==> config.mk <==
export PLATFORM = sky130hd
export DESIGN_NAME = param_up_down_counter_flat
export DESIGN_NICKNAME = d
export VERILOG_FILES = /design/src/rtl/param_up_down_counter_if.sv /design/src/rtl/param_up_down_counter.sv /design/src/flat_wrapper.sv
export SDC_FILE = /design/constraint.sdc
export NUM_CORES = 1
export LEC_CHECK = 0
export ABC_AREA = 1
export BUFFER_PORTS_ARGS = -buffer_cell sky130_fd_sc_hd__buf_2
export CAP_MARGIN = 0
export CELL_PAD_IN_SITES_DETAIL_PLACEMENT = 0
export CELL_PAD_IN_SITES_GLOBAL_PLACEMENT = 2
export CORE_MARGIN = 10
export CORE_UTILIZATION = 37
export CTS_CLUSTER_SIZE = 24
export DETAILED_ROUTE_END_ITERATION = 8
export MAX_ROUTING_LAYER = met4
export PLACE_DENSITY_LB_ADDON = 0.1
export SKIP_LAST_GASP = 1
export SYNTH_ARGS = -nofsm -noshare
export SYNTH_HDL_FRONTEND = slang
export SYNTH_SLANG_ARGS = --single-unit
==> constraint.sdc <==
create_clock -name clk -period 6.2 [get_ports clk]
set_input_delay 1.24 -clock clk [delete_from_list [all_inputs] [get_ports clk]]
set_output_delay 1.24 -clock clk [all_outputs]
set_load 0.02 [all_outputs]
==> src/rtl/param_up_down_counter_if.sv <==
// Bus, control and status signals of the programmable up/down counter.
interface param_up_down_counter_if #(
    parameter int unsigned WIDTH = 8
);
    logic             ncs;
    logic             nwr;
    logic             nrd;
    logic [2:0]       addr;
    logic [WIDTH-1:0] din;
    logic [WIDTH-1:0] dout;
    logic             start;
    logic             stop;
    logic [WIDTH-1:0] count;
    logic             dir;
    logic             ec;
    logic             err;
    logic             busy;

    modport master (
        output ncs, nwr, nrd, addr, din, start, stop,
        input  dout, count, dir, ec, err, busy
    );

    modport slave (
        input  ncs, nwr, nrd, addr, din, start, stop,
        output dout, count, dir, ec, err, busy
    );
endinterface

==> src/rtl/param_up_down_counter.sv <==
// Programmable up/down counter bouncing between LLR and ULR with a register
// bus, cycle counting (or continuous mode) and sticky configuration error.
module param_up_down_counter #(
    parameter int unsigned WIDTH     = 8,
    parameter int unsigned CCR_WIDTH = 8
) (
    input  logic                  clk,
    input  logic                  reset,
    param_up_down_counter_if.slave bus
);
    typedef enum logic {ST_IDLE, ST_RUN} state_t;

    state_t               r_state;
    state_t               w_state_next;

    logic [WIDTH-1:0]     r_plr;
    logic [WIDTH-1:0]     r_ulr;
    logic [WIDTH-1:0]     r_llr;
    logic [CCR_WIDTH-1:0] r_ccr;
    logic [WIDTH-1:0]     r_step;
    logic [1:0]           r_mode;
    logic [WIDTH-1:0]     r_count;
    logic [CCR_WIDTH-1:0] r_cycles;
    logic                 r_dir;
    logic                 r_ec;
    logic                 r_err;
    logic [WIDTH-1:0]     r_dout;

    logic                 w_busy;
    logic                 w_start;
    logic                 w_stop;
    logic                 w_valid;
    logic                 w_load_dir;
    logic [WIDTH:0]       w_sum;
    logic [WIDTH:0]       w_diff;
    logic                 w_up_hit;
    logic                 w_dn_hit;
    logic [WIDTH-1:0]     w_count_step;
    logic                 w_run_step;
    logic                 w_arrival;
    logic [CCR_WIDTH-1:0] w_cycles_dec;
    logic                 w_last;
    logic                 w_wr_en;
    logic                 w_rd_en;
    logic [WIDTH-1:0]     w_rd_data;

    // Control decode, validation and next-count arithmetic
    always_comb begin
        w_busy     = (r_state == ST_RUN);
        w_start    = bus.start & ~bus.ncs;
        w_stop     = bus.stop & ~bus.ncs & w_busy;
        w_valid    = !((r_llr >= r_ulr) || (r_plr < r_llr) || (r_plr > r_ulr) ||
                       (r_step == '0) || ((r_ccr == '0) && !r_mode[1]));
        // Starting at a limit forces the direction away from it
        if (r_plr == r_ulr)
            w_load_dir = 1'b0;
        else if (r_plr == r_llr)
            w_load_dir = 1'b1;
        else
            w_load_dir = ~r_mode[0];
        // One extra bit keeps the arithmetic from wrapping before clipping
        w_sum        = {1'b0, r_count} + {1'b0, r_step};
        w_diff       = {1'b0, r_count} - {1'b0, r_step};
        w_up_hit     = (w_sum >= {1'b0, r_ulr});
        w_dn_hit     = w_diff[WIDTH] || (w_diff[WIDTH-1:0] <= r_llr);
        if (r_dir)
            w_count_step = w_up_hit ? r_ulr : w_sum[WIDTH-1:0];
        else
            w_count_step = w_dn_hit ? r_llr : w_diff[WIDTH-1:0];
        w_run_step   = w_busy && !w_start && !w_stop;
        w_arrival    = w_run_step && !r_dir && w_dn_hit;
        w_cycles_dec = r_cycles - 1'b1;
        w_last       = w_arrival && !r_mode[1] && (w_cycles_dec == '0);
        w_wr_en      = !w_busy && !bus.ncs && !bus.nwr && bus.nrd;
        w_rd_en      = !bus.ncs && !bus.nrd && bus.nwr;
    end

    // Register read multiplexer, zero-extended to the bus width
    always_comb begin
        w_rd_data = '0;
        case (bus.addr)
            3'd0:    w_rd_data = r_plr;
            3'd1:    w_rd_data = r_ulr;
            3'd2:    w_rd_data = r_llr;
            3'd3:    w_rd_data = WIDTH'(r_ccr);
            3'd4:    w_rd_data = r_step;
            3'd5:    w_rd_data = WIDTH'(r_mode);
            3'd6:    w_rd_data = r_count;
            default: w_rd_data = WIDTH'({w_busy, r_err, r_ec, r_dir});
        endcase
    end

    // State register
    always_ff @(posedge clk) begin
        if (reset)
            r_state <= ST_IDLE;
        else
            r_state <= w_state_next;
    end

    // Next-state logic: start wins over stop and over counting
    always_comb begin
        w_state_next = r_state;
        if (w_start)
            w_state_next = w_valid ? ST_RUN : ST_IDLE;
        else if (w_stop || w_last)
            w_state_next = ST_IDLE;
    end

    // Output drive
    always_comb begin
        bus.busy  = w_busy;
        bus.count = r_count;
        bus.dir   = r_dir;
        bus.ec    = r_ec;
        bus.err   = r_err;
        bus.dout  = r_dout;
    end

    // Configuration registers, read data and counting datapath
    always_ff @(posedge clk) begin
        if (reset) begin
            r_plr    <= '0;
            r_ulr    <= '1;
            r_llr    <= '0;
            r_ccr    <= CCR_WIDTH'(1);
            r_step   <= WIDTH'(1);
            r_mode   <= '0;
            r_count  <= '0;
            r_cycles <= '0;
            r_dir    <= 1'b1;
            r_ec     <= 1'b0;
            r_err    <= 1'b0;
            r_dout   <= '0;
        end else begin
            r_ec   <= 1'b0;
            r_dout <= w_rd_en ? w_rd_data : '0;
            if (w_wr_en) begin
                case (bus.addr)
                    3'd0:    r_plr  <= bus.din;
                    3'd1:    r_ulr  <= bus.din;
                    3'd2:    r_llr  <= bus.din;
                    3'd3:    r_ccr  <= CCR_WIDTH'(bus.din);
                    3'd4:    r_step <= bus.din;
                    3'd5:    r_mode <= bus.din[1:0];
                    default: ;
                endcase
            end
            // Validation sees the pre-write register values of this edge
            if (w_start) begin
                if (w_valid) begin
                    r_err    <= 1'b0;
                    r_count  <= r_plr;
                    r_cycles <= r_ccr;
                    r_dir    <= w_load_dir;
                end else begin
                    r_err    <= 1'b1;
                end
            end else if (w_run_step) begin
                r_count <= w_count_step;
                if (r_dir && w_up_hit)
                    r_dir <= 1'b0;
                if (w_arrival) begin
                    r_ec <= 1'b1;
                    if (!r_mode[1])
                        r_cycles <= w_cycles_dec;
                    if (!w_last)
                        r_dir <= 1'b1;
                end
            end
        end
    end
endmodule

==> src/flat_wrapper.sv <==
// flat-port wrapper written by rule: the top's interface ports become plain ports
module param_up_down_counter_flat 
#(
    parameter int unsigned WIDTH     = 8,
    parameter int unsigned CCR_WIDTH = 8
)
  (clk, reset, bus_ncs, bus_nwr, bus_nrd, bus_addr, bus_din, bus_start, bus_stop, bus_dout, bus_count, bus_dir, bus_ec, bus_err, bus_busy);
  param_up_down_counter_if #(.WIDTH(WIDTH)) bus_i ();
  input  logic clk;
  input  logic reset;
  input wire logic [$bits(bus_i.ncs)-1:0] bus_ncs;
  input wire logic [$bits(bus_i.nwr)-1:0] bus_nwr;
  input wire logic [$bits(bus_i.nrd)-1:0] bus_nrd;
  input wire logic [$bits(bus_i.addr)-1:0] bus_addr;
  input wire logic [$bits(bus_i.din)-1:0] bus_din;
  input wire logic [$bits(bus_i.start)-1:0] bus_start;
  input wire logic [$bits(bus_i.stop)-1:0] bus_stop;
  output wire logic [$bits(bus_i.dout)-1:0] bus_dout;
  output wire logic [$bits(bus_i.count)-1:0] bus_count;
  output wire logic [$bits(bus_i.dir)-1:0] bus_dir;
  output wire logic [$bits(bus_i.ec)-1:0] bus_ec;
  output wire logic [$bits(bus_i.err)-1:0] bus_err;
  output wire logic [$bits(bus_i.busy)-1:0] bus_busy;
  assign bus_i.ncs = bus_ncs;
  assign bus_i.nwr = bus_nwr;
  assign bus_i.nrd = bus_nrd;
  assign bus_i.addr = bus_addr;
  assign bus_i.din = bus_din;
  assign bus_i.start = bus_start;
  assign bus_i.stop = bus_stop;
  assign bus_dout = bus_i.dout;
  assign bus_count = bus_i.count;
  assign bus_dir = bus_i.dir;
  assign bus_ec = bus_i.ec;
  assign bus_err = bus_i.err;
  assign bus_busy = bus_i.busy;
  param_up_down_counter #(.WIDTH(WIDTH), .CCR_WIDTH(CCR_WIDTH)) u_core (.clk(clk), .reset(reset), .bus(bus_i));
endmodule
==> results of run 1 <==
==> per-stage QoR <==
stage	area, µm²	hold slack, ns
floorplan	5110	0.446
CTS	5710	0.484
global route	5710	0.514
detailed placement	5410	0.474
finish	5710	0.480
global placement	5410	0.464
==> worst max-delay path: stages (launching register included) <==
cell     delay [ns]
dfxtp_1        0.39
inv_1          0.09
ha_1           0.14
inv_1          0.06
fa_1           0.42
nand3_1        0.09
nand2_1        0.08
xor2_1         0.32
inv_1          0.08
ha_1           0.29
nand2_1        0.04
nor2_1         0.13
nand2_1        0.07
nand2_1        0.07
nand3_2        0.24
nand2_1        0.21
inv_1          0.09
nand2_2        0.09
nand2_4        0.09
nand2_2        0.19
nand2_1        0.07
a21oi_1        0.12
==> logic make-up (layout without fill, tap and decap cells) <==
kind of cell | after synthesis | count (layout) | synth area share (%)
AND/OR/NAND/NOR | 286 | 286 | 24.7
AO/OA/AOI/OAI | 184 | 184 | 20.6
buffers and inverters | 124 | 156 | 9.79
flip-flops | 70 | 70 | 27.4
adder cells (fa/ha/maj) | 60 | 60 | 15.0
XOR/XNOR | 15 | 15 | 2.57
==> layer usage <==
| layer | share of wire (%) | GRT usage, % |
|---|---|---|
| met1 | 48 | 26.4 |
| met2 | 46 | 31.0 |
| met3 | 4.2 | 1.86 |
| met4 | 2.3 | 6.15 |
| met5 | 0 | - |
==> state kept, by name, summed over array words and instances (netlist names) <==
name	count
u_core.bus.ec	1
u_core.r_plr	8
u_core.bus.err	1
u_core.r_ulr	8
u_core.bus.busy	1
u_core.bus.dout	8
u_core.r_ccr	8
u_core.bus.dir	1
u_core.r_llr	8
u_core.r_mode	2
u_core.bus.count	8
u_core.r_step	8
u_core.r_cycles	8
==> power groups by stage <==
stage          Combinational (mW)  Sequential, mW  Clock, mW
2_1_floorplan               0.266           0.496          0
3_3_place_gp                0.371           0.497          0
3_5_place_dp                0.373           0.497          0
4_1_cts                     0.376           0.487      0.530
5_1_grt                     0.425           0.489      0.550
6_report                    0.375           0.487      0.527
==> cells in the mapped netlist, types with 2 or more instances <==
master	count	area (µm²)
a31oi_1	3	18.8
o21ai_0	57	285
nand3b_1	2	15.0
a21oi_2	2	17.5
o22ai_1	10	62.6
fa_1	2	40.0
a21o_1	3	22.5
nand2_1	140	526
dfxtp_1	70	1400
nand3_1	36	180
inv_1	99	372
o21bai_1	4	30.0
nor2_1	70	263
xnor2_1	3	26.3
nand4_1	11	68.8
nand2_2	2	12.5
a21oi_1	79	395
xor2_1	12	105
clkbuf_1	10	37.5
nor3_2	2	20.0
buf_6	3	33.8
nand2_4	2	22.5
nor2_4	2	22.5
inv_2	4	15.0
a221oi_1	4	35.0
o211ai_1	14	105
ha_1	58	726
nor3_1	10	50.1
buf_2	6	30.0
a2111oi_0	2	17.5
o211ai_2	3	37.5
nand3_2	3	30.0
==> area by class of cell <==
| type | instances | area [µm²] |
|---|---|---|
| well taps | 176 | 220 |
| fillers | 1415 | 7690 |
| multi-input cells | 545 | 3210 |
| clock buffers | 10 | 239 |
| flip-flops and latches | 70 | 1400 |
| clock inverters | 5 | 60.1 |
| repair buffers | 38 | 193 |
| inverters | 103 | 387 |
==> worst paths after layout <==
| path | startpoint | endpoint | slack [ns] | depth (start not counted) |
|---|---|---|---|---|
| setup / recovery | u_core.bus.count[0] | u_core.r_cycles[7] | 2.74 | 21 |
| hold / removal | u_core.bus.ec | u_core.bus.dout[1] | 0.48 | 2 |
| setup reg to reg | u_core.bus.count[0] | u_core.r_cycles[7] | 2.74 | 21 |
| hold reg to reg | u_core.bus.ec | u_core.bus.dout[1] | 0.48 | 2 |
==> impl_results.md, run 1 <==
* Status: completed
* Synth cell types at 43
* CTS sink cnt at 70
* Setup Viol. Count Final at 0
* Max_cap viols at 0
* Hpwl dp at 14.1 mm
* Crit end category: flip-flop
* WL final at 17.8 mm
* Average size of a mapped cell at 6.92 µm²
* GRT overflow at 0
* Slew headroom at 30.6%
* CP required at 6.47 ns
* Most frequent cells in the layout: nand2_1 (140), inv_1 (99), a21oi_1 (79)
* Finished Layout Cells at 947
* ANT cells at 0
* CTS Buf Count at 9
* Core area at 13400 µm²
* Syn_nets at 817
* Top FF cell, synth: dfxtp_1
* Final Skew at 0.00676 ns
* CTS H-Tree Depth at 3
* CTS tree: built
* Synth warn at 0
* Placed insts at 932
* Synthesized netlist cell count at 739
* Number of global-route vias before repair at 4828
* Clk pwr share at 37.9%
* Layout area overhead at 11.7%
* Sequential element share of the synthesized area at 27.4%
* Setup Fix Bufs, Post-CTS at 0
* Crit path max fanout at 12
* Root Buffer: clkbuf_16
* Synthesized flop and latch total at 70
* Power, Total at 1.39 mW
* DR WL/cell at 18.8 µm
* F_max at 289 MHz
* CTS max path bufs at 2
* WP data arrival at 3.73 ns
* Total number of vias at 5041
* Clock Latency Late Sink at 0.34 ns
* CP Launch Type: flip-flop
* Psw at 0.483 mW
* 1st-iter DRT viols at 350
* Most common cell after layout, fill and taps aside: nand2_1
* Hold crit path type: flip-flop to flip-flop
* Die area at 18900 µm²
* Pin count of the biggest net entering global routing at 52
* Final period util at 55.9%
* Peak VDD IR at 0.218 mV
* I/O pin count at 38
* RSZ-0062 raised after global routing: no
* Hold Vio Cnt, Final at 0
* Share of post-route cells with drive strength above 1 at 9.73%
* CTS Hold Bufs at 0
* Net Sw Frac at 34.8%
* Initial antenna violation count at 0
* First-pass GRT wire length at 27.5 mm
* Leak at 2.78 nW
* Final count of pins violating max slew at 0
* Port Buffers at 37
* Worst-path clk slew at 0.06 ns
* Post-cts sizing count at 0
* Synthesized area at 5110 µm²
* Post-synth EDFFs at 0
* Router iterations before antenna repair at 5
* Drt drc at 0
* Int Power at 0.906 mW
* GR Util All Layers at 19.8%
* Worst slack, placed at 2.76 ns
* Number of antenna-violating nets in the routed design at 0
* Final GP Congestion at 0.938
* Slew @ Worst Pin at 1.04 ns
* Fin Setup TNS at 0 ns
* Post-route core utilization at 42.6%
* Die Y at 138 µm
* Initial core utilization at 38.2%
* Post-DR vias/cell at 5.32
* Sequential power share at 35.0%
* Comb pwr share at 27.0%
* Final WS setup at 2.74 ns
* Final min period at 3.46 ns
* Worst Setup Path Type: flip-flop to flip-flop
* Power Density at 243 nW/µm²
* Die Wd at 138 µm
* Async S/R FF share, synth at 0%
* Site Rows at 42
* Final #Nets at 845
Power figures use the tool's default switching activity.
==> run 2, diff against run 1 <==
--- a/config.mk
+++ b/config.mk
@@ -5,13 +5,13 @@
 export SDC_FILE = /design/constraint.sdc
 export NUM_CORES = 1
 export LEC_CHECK = 0
-export ABC_AREA = 1
+export ABC_AREA = 0
 export BUFFER_PORTS_ARGS = -buffer_cell sky130_fd_sc_hd__buf_2
 export CAP_MARGIN = 0
 export CELL_PAD_IN_SITES_DETAIL_PLACEMENT = 0
 export CELL_PAD_IN_SITES_GLOBAL_PLACEMENT = 2
 export CORE_MARGIN = 10
-export CORE_UTILIZATION = 37
+export CORE_UTILIZATION = 38
 export CTS_CLUSTER_SIZE = 24
 export DETAILED_ROUTE_END_ITERATION = 8
 export MAX_ROUTING_LAYER = met4
==> constraint.sdc (replaced) <==
create_clock -name clk -period 3.4 [get_ports clk]
set_input_delay 0.68 -clock clk [delete_from_list [all_inputs] [get_ports clk]]
set_output_delay 0.68 -clock clk [all_outputs]
set_load 0.02 [all_outputs]
==> impl_results.md, run 2 <==
* Status: complete, but fails checks
* Violated checks: negative setup slack
* Number of global-route vias before repair at 4945 (+2.4%)
* Hold Vio Cnt, Final at 0 (unchanged)
* F_max at 286 MHz (-0.83%)
* Crit path to: u_core.bus.count[1]
* Power, Total at 2.63 mW (+89%)
* Top FF cell, synth: dfxtp_1
* Clock Latency Late Sink at 0.35 ns (about the same)
* First-pass GRT wire length at 30.2 mm (+9.8%)
* Post-synth EDFFs at 0 (unchanged)
* Setup Viol. Count Final at 7 (+7)
* Synth area leaders: dfxtp_1 (27%), ha_1 (14%), mux2i_1 (8.6%)
* Synthesized flop and latch total at 70 (unchanged)
* Share of post-route cells with drive strength above 1 at 25.9% (+16 points)
* RSZ-0062 raised after global routing: yes
* Die area at 18900 µm² (about the same)
* WP depth at 15 (-29%)
* Core area at 13400 µm² (unchanged)
* Drt drc at 0 (unchanged)
* CTS Hold Bufs at 0 (unchanged)
* Hold crit path type: flip-flop to flip-flop
* Yosys top cell area share at 26.7% (-0.70 points)
* I/O pin count at 38 (unchanged)
* Site Rows at 42 (unchanged)
* Post-DR vias/cell at 5.72 (+7.5%)
* Net Sw Frac at 33.2% (-1.6 points)
* Synthesized area at 5250 µm² (+2.6%)
* Most frequent cells in the layout: nor2_1 (81), buf_4 (75), dfxtp_1 (67)
* Most common cell after layout, fill and taps aside: nor2_1
* Synth Area in Adders at 14.6% (-0.38 points)
* Crit path buffers/inverters at 1 (-3)
* Slowest stage cell, crit path: dfxtp_4
* CP required at 3.65 ns (-2.82 ns)
* Die Wd at 138 µm (about the same)
* Power Density at 397 nW/µm² (+63%)
* Int Power at 1.76 mW (+94%)
* Setup slack, reg-to-reg at -0.09 ns (-2.83 ns)
* Sequential element share of the synthesized area at 26.7% (-0.70 points)
* Xor/xnor share of the synthesized area at 2.00% (-0.57 points)
* Layout area overhead at 26.3%
* ANT cells at 0 (unchanged)
* CTS tree: built
* Slowest stage delay, CP at 0.36 ns (-0.06 ns)
* Pin count of the biggest net entering global routing at 31 (-40%)
* Final #Nets at 795 (-5.9%)
* Commonest cells post-synth: nor2_1 (81), dfxtp_1 (70), ha_1 (58), mux2i_1 (45), inv_1 (40)
* Slew @ Worst Pin at 0.909 ns (-0.128 ns)
* CTS Buf Count at 9 (unchanged)
* CTS sink cnt at 70 (unchanged)
* Sequential power share at 33.5% (-1.5 points)
* Router iterations before antenna repair at 5 (unchanged)
* Initial core utilization at 39.2% (+1.0 points)
* WP data arrival at 3.74 ns (about the same)
* Synthesized netlist cell count at 623 (-16%)
* Final period util at 103% (+47 points)
* Number of antenna-violating nets in the routed design at 0 (unchanged)
* Worst-path clk slew at 0.06 ns (about the same)
* Largest family of logic cells by synthesized area: compound AO/OA/AOI/OAI gates
* Leak at 2.94 nW (+5.7%)
* CTS H-Tree Depth at 3 (unchanged)
* Area leader, netlist: dfxtp_1
* Worst slack, placed at -0.258 ns (-3.02 ns)
* Synth warn at 0 (unchanged)
* Final Skew at 0.0100 ns (+0.00325 ns)
* Clk pwr share at 33.9% (-4.0 points)
* Async S/R FF share, synth at 0% (unchanged)
* Total number of vias at 5140 (+2.0%)
* Final WS setup at -0.0933 ns (-2.83 ns)
* Initial antenna violation count at 0 (unchanged)
* 1st-iter DRT viols at 453 (+29%)
* Synth cell types at 70 (+63%)
* GRT overflow at 0 (unchanged)
* CTS max path bufs at 2 (unchanged)
* Final GP Congestion at 0.951 (+1.4%)
* Crit end category: flip-flop
* Post-DP Area at 6060 µm² (+12%)
* Die Y at 138 µm (about the same)
* R2R cell count at 15 (-29%)
* Worst setup startpoint: u_core.r_step[0]
* Final Hold Slack at 0.502 ns (+0.0214 ns)
* Root Buffer: clkbuf_16
* Simple-gate portion of the synthesized area at 18.8% (-5.9 points)
* Hpwl dp at 15.4 mm (+9.3%)
* WL final at 19.8 mm (+11%)
* Count leader, synth: nor2_1
* Post-synthesis mux area share at 11.7% (+12 points)
* Comb pwr share at 32.6% (+5.6 points)
* DR WL/cell at 22.0 µm (+17%)
* Final min period at 3.49 ns (+0.0291 ns)
* CP Launch Type: flip-flop
* Max_cap viols at 0 (unchanged)
* Worst Setup Path Type: flip-flop to flip-flop
* Peak VDD IR at 0.246 mV (+13%)
* Psw at 0.872 mW (+81%)
* Syn_nets at 701 (-14%)
* Final count of pins violating max slew at 0 (unchanged)
* Average size of a mapped cell at 8.42 µm² (+22%)
* R2R Path Start: u_core.r_step[0]
* Final instance area at 6630 µm² (+16%)
* Port Buffers at 37 (unchanged)
* GR Util All Layers at 21.7% (+2.0 points)
* Reg-to-Reg End: u_core.bus.count[1]
* Crit path max fanout at 4 (-8)
* Delay-heaviest family, CP: compound AO/OA/AOI/OAI gates
* Compound-gate portion of the synthesized area at 20.5% (-0.095 points)
* Critical Path, Cell by Cell: ha_4 -> fa_2 -> nor2b_4 -> o31ai_4 -> mux2i_1 -> nand3_1 -> ha_4 -> nor4_4 -> o21ai_1 -> a41oi_2 -> a2bb2o_4 -> buf_12 -> mux2i_1 -> a211o_1 -> a311oi_2
* Slew headroom at 39.3% (+8.7 points)
==> run 2: area by class of cell <==
class | count | area [µm²]
clock buffers | 10 | 239
clock inverters | 6 | 36.3
fillers | 1307 | 6770
inverters | 40 | 150
multi-input cells | 478 | 3750
flip-flops and latches | 70 | 1410
well taps | 176 | 220
repair buffers | 118 | 825
==> run 2: worst min path at each step <==
| stage | cells after the start | end | start |
|---|---|---|---|
| 6_report | 2 | u_core.r_cycles[1] | u_core.r_cycles[1] |
| 5_1_grt | 2 | u_core.r_cycles[1] | u_core.r_cycles[1] |
| 2_1_floorplan | 2 | u_core.r_cycles[1] | u_core.r_cycles[1] |
| 3_5_place_dp | 2 | u_core.r_cycles[1] | u_core.r_cycles[1] |
| 4_1_cts | 2 | u_core.r_cycles[1] | u_core.r_cycles[1] |
| 3_3_place_gp | 2 | u_core.r_cycles[1] | u_core.r_cycles[1] |
==> run 2: power groups by stage <==
stage | Sequential [mW] | Combinational [mW] | Clock [mW]
2_1_floorplan | 0.901 | 0.457 | 0
3_3_place_gp | 0.897 | 0.734 | 0
3_5_place_dp | 0.898 | 0.737 | 0
4_1_cts | 0.880 | 0.800 | 0.911
5_1_grt | 0.884 | 0.933 | 0.938
6_report | 0.880 | 0.858 | 0.893
==> run 2: cells by family (layout without fill, tap and decap cells) <==
family / count (synthesis) / count (layout)
compound gates: 154 / 154
xor+xnor: 12 / 12
fa+ha+maj: 60 / 60
buf+inv: 75 / 174
flops: 70 / 70
mux: 55 / 55
simple gates: 197 / 197
==> run 2: through the flow <==
stage	TNS, ns	instances	util (%)
2_1_floorplan	-0.0174	623	-
6_report	-0.287	898	49.5
4_1_cts	-0.0992	892	48.1
3_5_place_dp	-1.53	870	45.2
5_1_grt	-1.72	898	49.5
3_3_place_gp	-0.805	870	45.2
==> run 2: what timing repair did <==
| action | in CTS | in global routing |
|---|---|---|
| pin swaps | 22 | 22 |
| setup buffers | 6 | 6 |
| setup endpoints to repair | 18 | 18 |
| cloned | 0 | 0 |
| gates resized for setup | 16 | 26 |
==> run 2: layer usage <==
| metal | share of wire [%] | GRT usage, % |
|---|---|---|
| met5 | 0 | - |
| met4 | 2.7 | 6.38 |
| met3 | 6.2 | 4.73 |
| met2 | 45 | 33.0 |
| met1 | 46 | 28.4 |
==> run 2: tightest hold or removal path, cell delays in order, from the launching register on <==
cell	delay (ns)
dfxtp_1	0.32
nand2_1	0.08
a21oi_2	0.05
==> run 3, diff against run 2 <==
--- a/config.mk
+++ b/config.mk
@@ -15,7 +15,7 @@
 export CTS_CLUSTER_SIZE = 24
 export DETAILED_ROUTE_END_ITERATION = 8
 export MAX_ROUTING_LAYER = met4
-export PLACE_DENSITY_LB_ADDON = 0.1
+export PLACE_DENSITY = 0.87
 export SKIP_LAST_GASP = 1
 export SYNTH_ARGS = -nofsm -noshare
 export SYNTH_HDL_FRONTEND = slang
==> impl_results.md, run 3 (synthesis results as in run 2) <==
* Final min period at 3.45 ns (-0.0470 ns)
* Leak at 2.95 nW (+0.28%)
* Slew @ Worst Pin at 0.943 ns (+0.0339 ns)
* Layout area overhead at 25.9%
* Setup Viol. Count Final at 2 (-5)
* Worst Setup Path Type: flip-flop to flip-flop
* Most common cell after layout, fill and taps aside: nor2_1
* Power, Total at 2.68 mW (+1.9%)
* CTS Buf Count at 9 (unchanged)
* Share of post-route cells with drive strength above 1 at 26.8% (+0.87 points)
* Final GP Congestion at 0.944 (-0.75%)
* Total number of vias at 5145 (+0.097%)
* GR Util All Layers at 21.4% (-0.33 points)
* Die Y at 138 µm (unchanged)
* CTS max path bufs at 2 (unchanged)
* CTS H-Tree Depth at 3 (unchanged)
* DR WL/cell at 21.9 µm (-0.57%)
* Hold crit path type: flip-flop to flip-flop
* Fin Setup TNS at -0.0796 ns (+0.208 ns)
* I/O pin count at 38 (unchanged)
* Clock Latency Late Sink at 0.34 ns (about the same)
* Initial core utilization at 39.2% (unchanged)
* Final count of pins violating max slew at 0 (unchanged)
* Post-DP Area at 6060 µm² (unchanged)
* Core area at 13400 µm² (unchanged)
* F_max at 290 MHz (+1.4%)
* WP data arrival at 3.71 ns (-0.03 ns)
* CP Launch Type: flip-flop
* Post-DR vias/cell at 5.74 (+0.21%)
* Hold Vio Cnt, Final at 0 (unchanged)
* Final WS setup at -0.0463 ns (+0.0470 ns)
* Number of global-route vias before repair at 4976 (+0.63%)
* ANT cells at 0 (unchanged)
* Initial antenna violation count at 0 (unchanged)
* CTS Hold Bufs at 0 (unchanged)
* Peak VDD IR at 0.229 mV (-6.7%)
* Crit path max fanout at 4 (unchanged)
* Root Buffer: clkbuf_16
* CP required at 3.66 ns (about the same)
* CTS tree: built
* Hpwl dp at 15.4 mm (-0.54%)
* Most frequent cells in the layout: nor2_1 (81), buf_4 (75), dfxtp_1 (67)
* Post-route core utilization at 49.3% (-0.17 points)
* Port Buffers at 37 (unchanged)
* Worst slack, placed at -0.142 ns (+0.116 ns)
* Final instance area at 6610 µm² (-0.34%)
* Die area at 18900 µm² (unchanged)
* Drt drc at 0 (unchanged)
* Number of antenna-violating nets in the routed design at 0 (unchanged)
* 1st-iter DRT viols at 445 (-1.8%)
* First-pass GRT wire length at 29.7 mm (-1.7%)
* Violated checks: negative setup slack
* Final #Nets at 794 (-0.13%)
* R2R cell count at 14 (-1)
* Worst-path clk slew at 0.06 ns (about the same)
* Final Skew at 0.00625 ns (-0.00376 ns)
* Hold path depth at 2 (unchanged)
* Crit end category: flip-flop
* Status: complete, but fails checks
* Pin count of the biggest net entering global routing at 38 (+23%)
* Site Rows at 42 (unchanged)
* Setup slack, reg-to-reg at -0.05 ns (+0.05 ns)
* Final period util at 101% (-1.4 points)
* Slew headroom at 37.1% (-2.3 points)
* Power Density at 406 nW/µm² (+2.3%)
* GRT overflow at 0 (unchanged)
* CTS sink cnt at 70 (unchanged)
* Max_cap viols at 0 (unchanged)
* Router iterations before antenna repair at 5 (unchanged)
* WL final at 19.6 mm (-0.68%)
* Die Wd at 138 µm (unchanged)
* RSZ-0062 raised after global routing: yes
-- run 3: cell count changes in the layout (fill, tap and decap cells not counted), moves of 2 or more --
cell	previous run	this run
mux2_2	3	5
o21ai_0	27	24
ha_1	55	52
clkinvlp_4	2	0
a211oi_2	7	9
mux2_4	3	1
a211oi_1	8	6
o21ai_1	3	5
ha_2	0	4
-- run 3: layer usage --
metal / up-vias / routed length [µm] / global-route usage, %
met2: 176 / 9070 / 33.1
met3: 32 / 1160 / 4.22
met4: 0 / 461 / 6.38
met5: - / 0 / -
met1: 2476 / 8930 / 27.7
li1: 2461 / - / -
-- run 3: layout make-up --
| class | count | area [µm²] |
|---|---|---|
| sequential | 70 | 1410 |
| clock inverter | 5 | 32.5 |
| timing repair buffer | 117 | 805 |
| inverter | 40 | 153 |
| fill | 1340 | 6800 |
| clock buffer | 11 | 253 |
| tap | 176 | 220 |
| multi-input combinational | 478 | 3730 |
-- run 3: worst max-delay path, stage by stage (launching register included) --
cell,delay (ns)
dfxtp_4,0.37
ha_4,0.16
fa_2,0.33
nor2b_4,0.15
o31ai_4,0.24
mux2i_1,0.25
nand3_1,0.12
ha_2,0.20
nor4_2,0.15
o21ai_1,0.12
a41oi_2,0.20
a2bb2o_4,0.25
mux2i_1,0.11
or4_4,0.51
a211oi_2,0.18
-- run 3: per-stage QoR --
stage               hold WS (ns)  cells
global placement           0.472    870
finish                     0.485    897
floorplan                  0.445    623
global route               0.511    897
detailed placement         0.478    870
CTS                        0.485    892
-- run 3: final timing paths --
kind	from	end
hold reg to reg	u_core.r_cycles[1]	u_core.r_cycles[1]
setup reg to reg	u_core.r_step[0]	u_core.bus.count[6]
setup / recovery	u_core.r_step[0]	u_core.bus.count[6]
hold / removal	u_core.r_cycles[1]	u_core.r_cycles[1]
-- run 3: what timing repair did --
action | CTS | global route
pin swaps | 15 | 23
gates cloned | 0 | 0
resized for setup | 20 | 27
setup buffers | 6 | 5
setup endpoints to repair | 11 | 18
-- run 3: power breakdown --
group | internal (mW) | total, mW | leakage (nW) | switching (mW)
logic | 0.427 | 0.890 | 2.23 | 0.463
clock network | 0.533 | 0.911 | 0.146 | 0.377
registers | 0.845 | 0.881 | 0.568 | 0.0358
total | 1.81 | 2.68 | 2.95 | 0.876
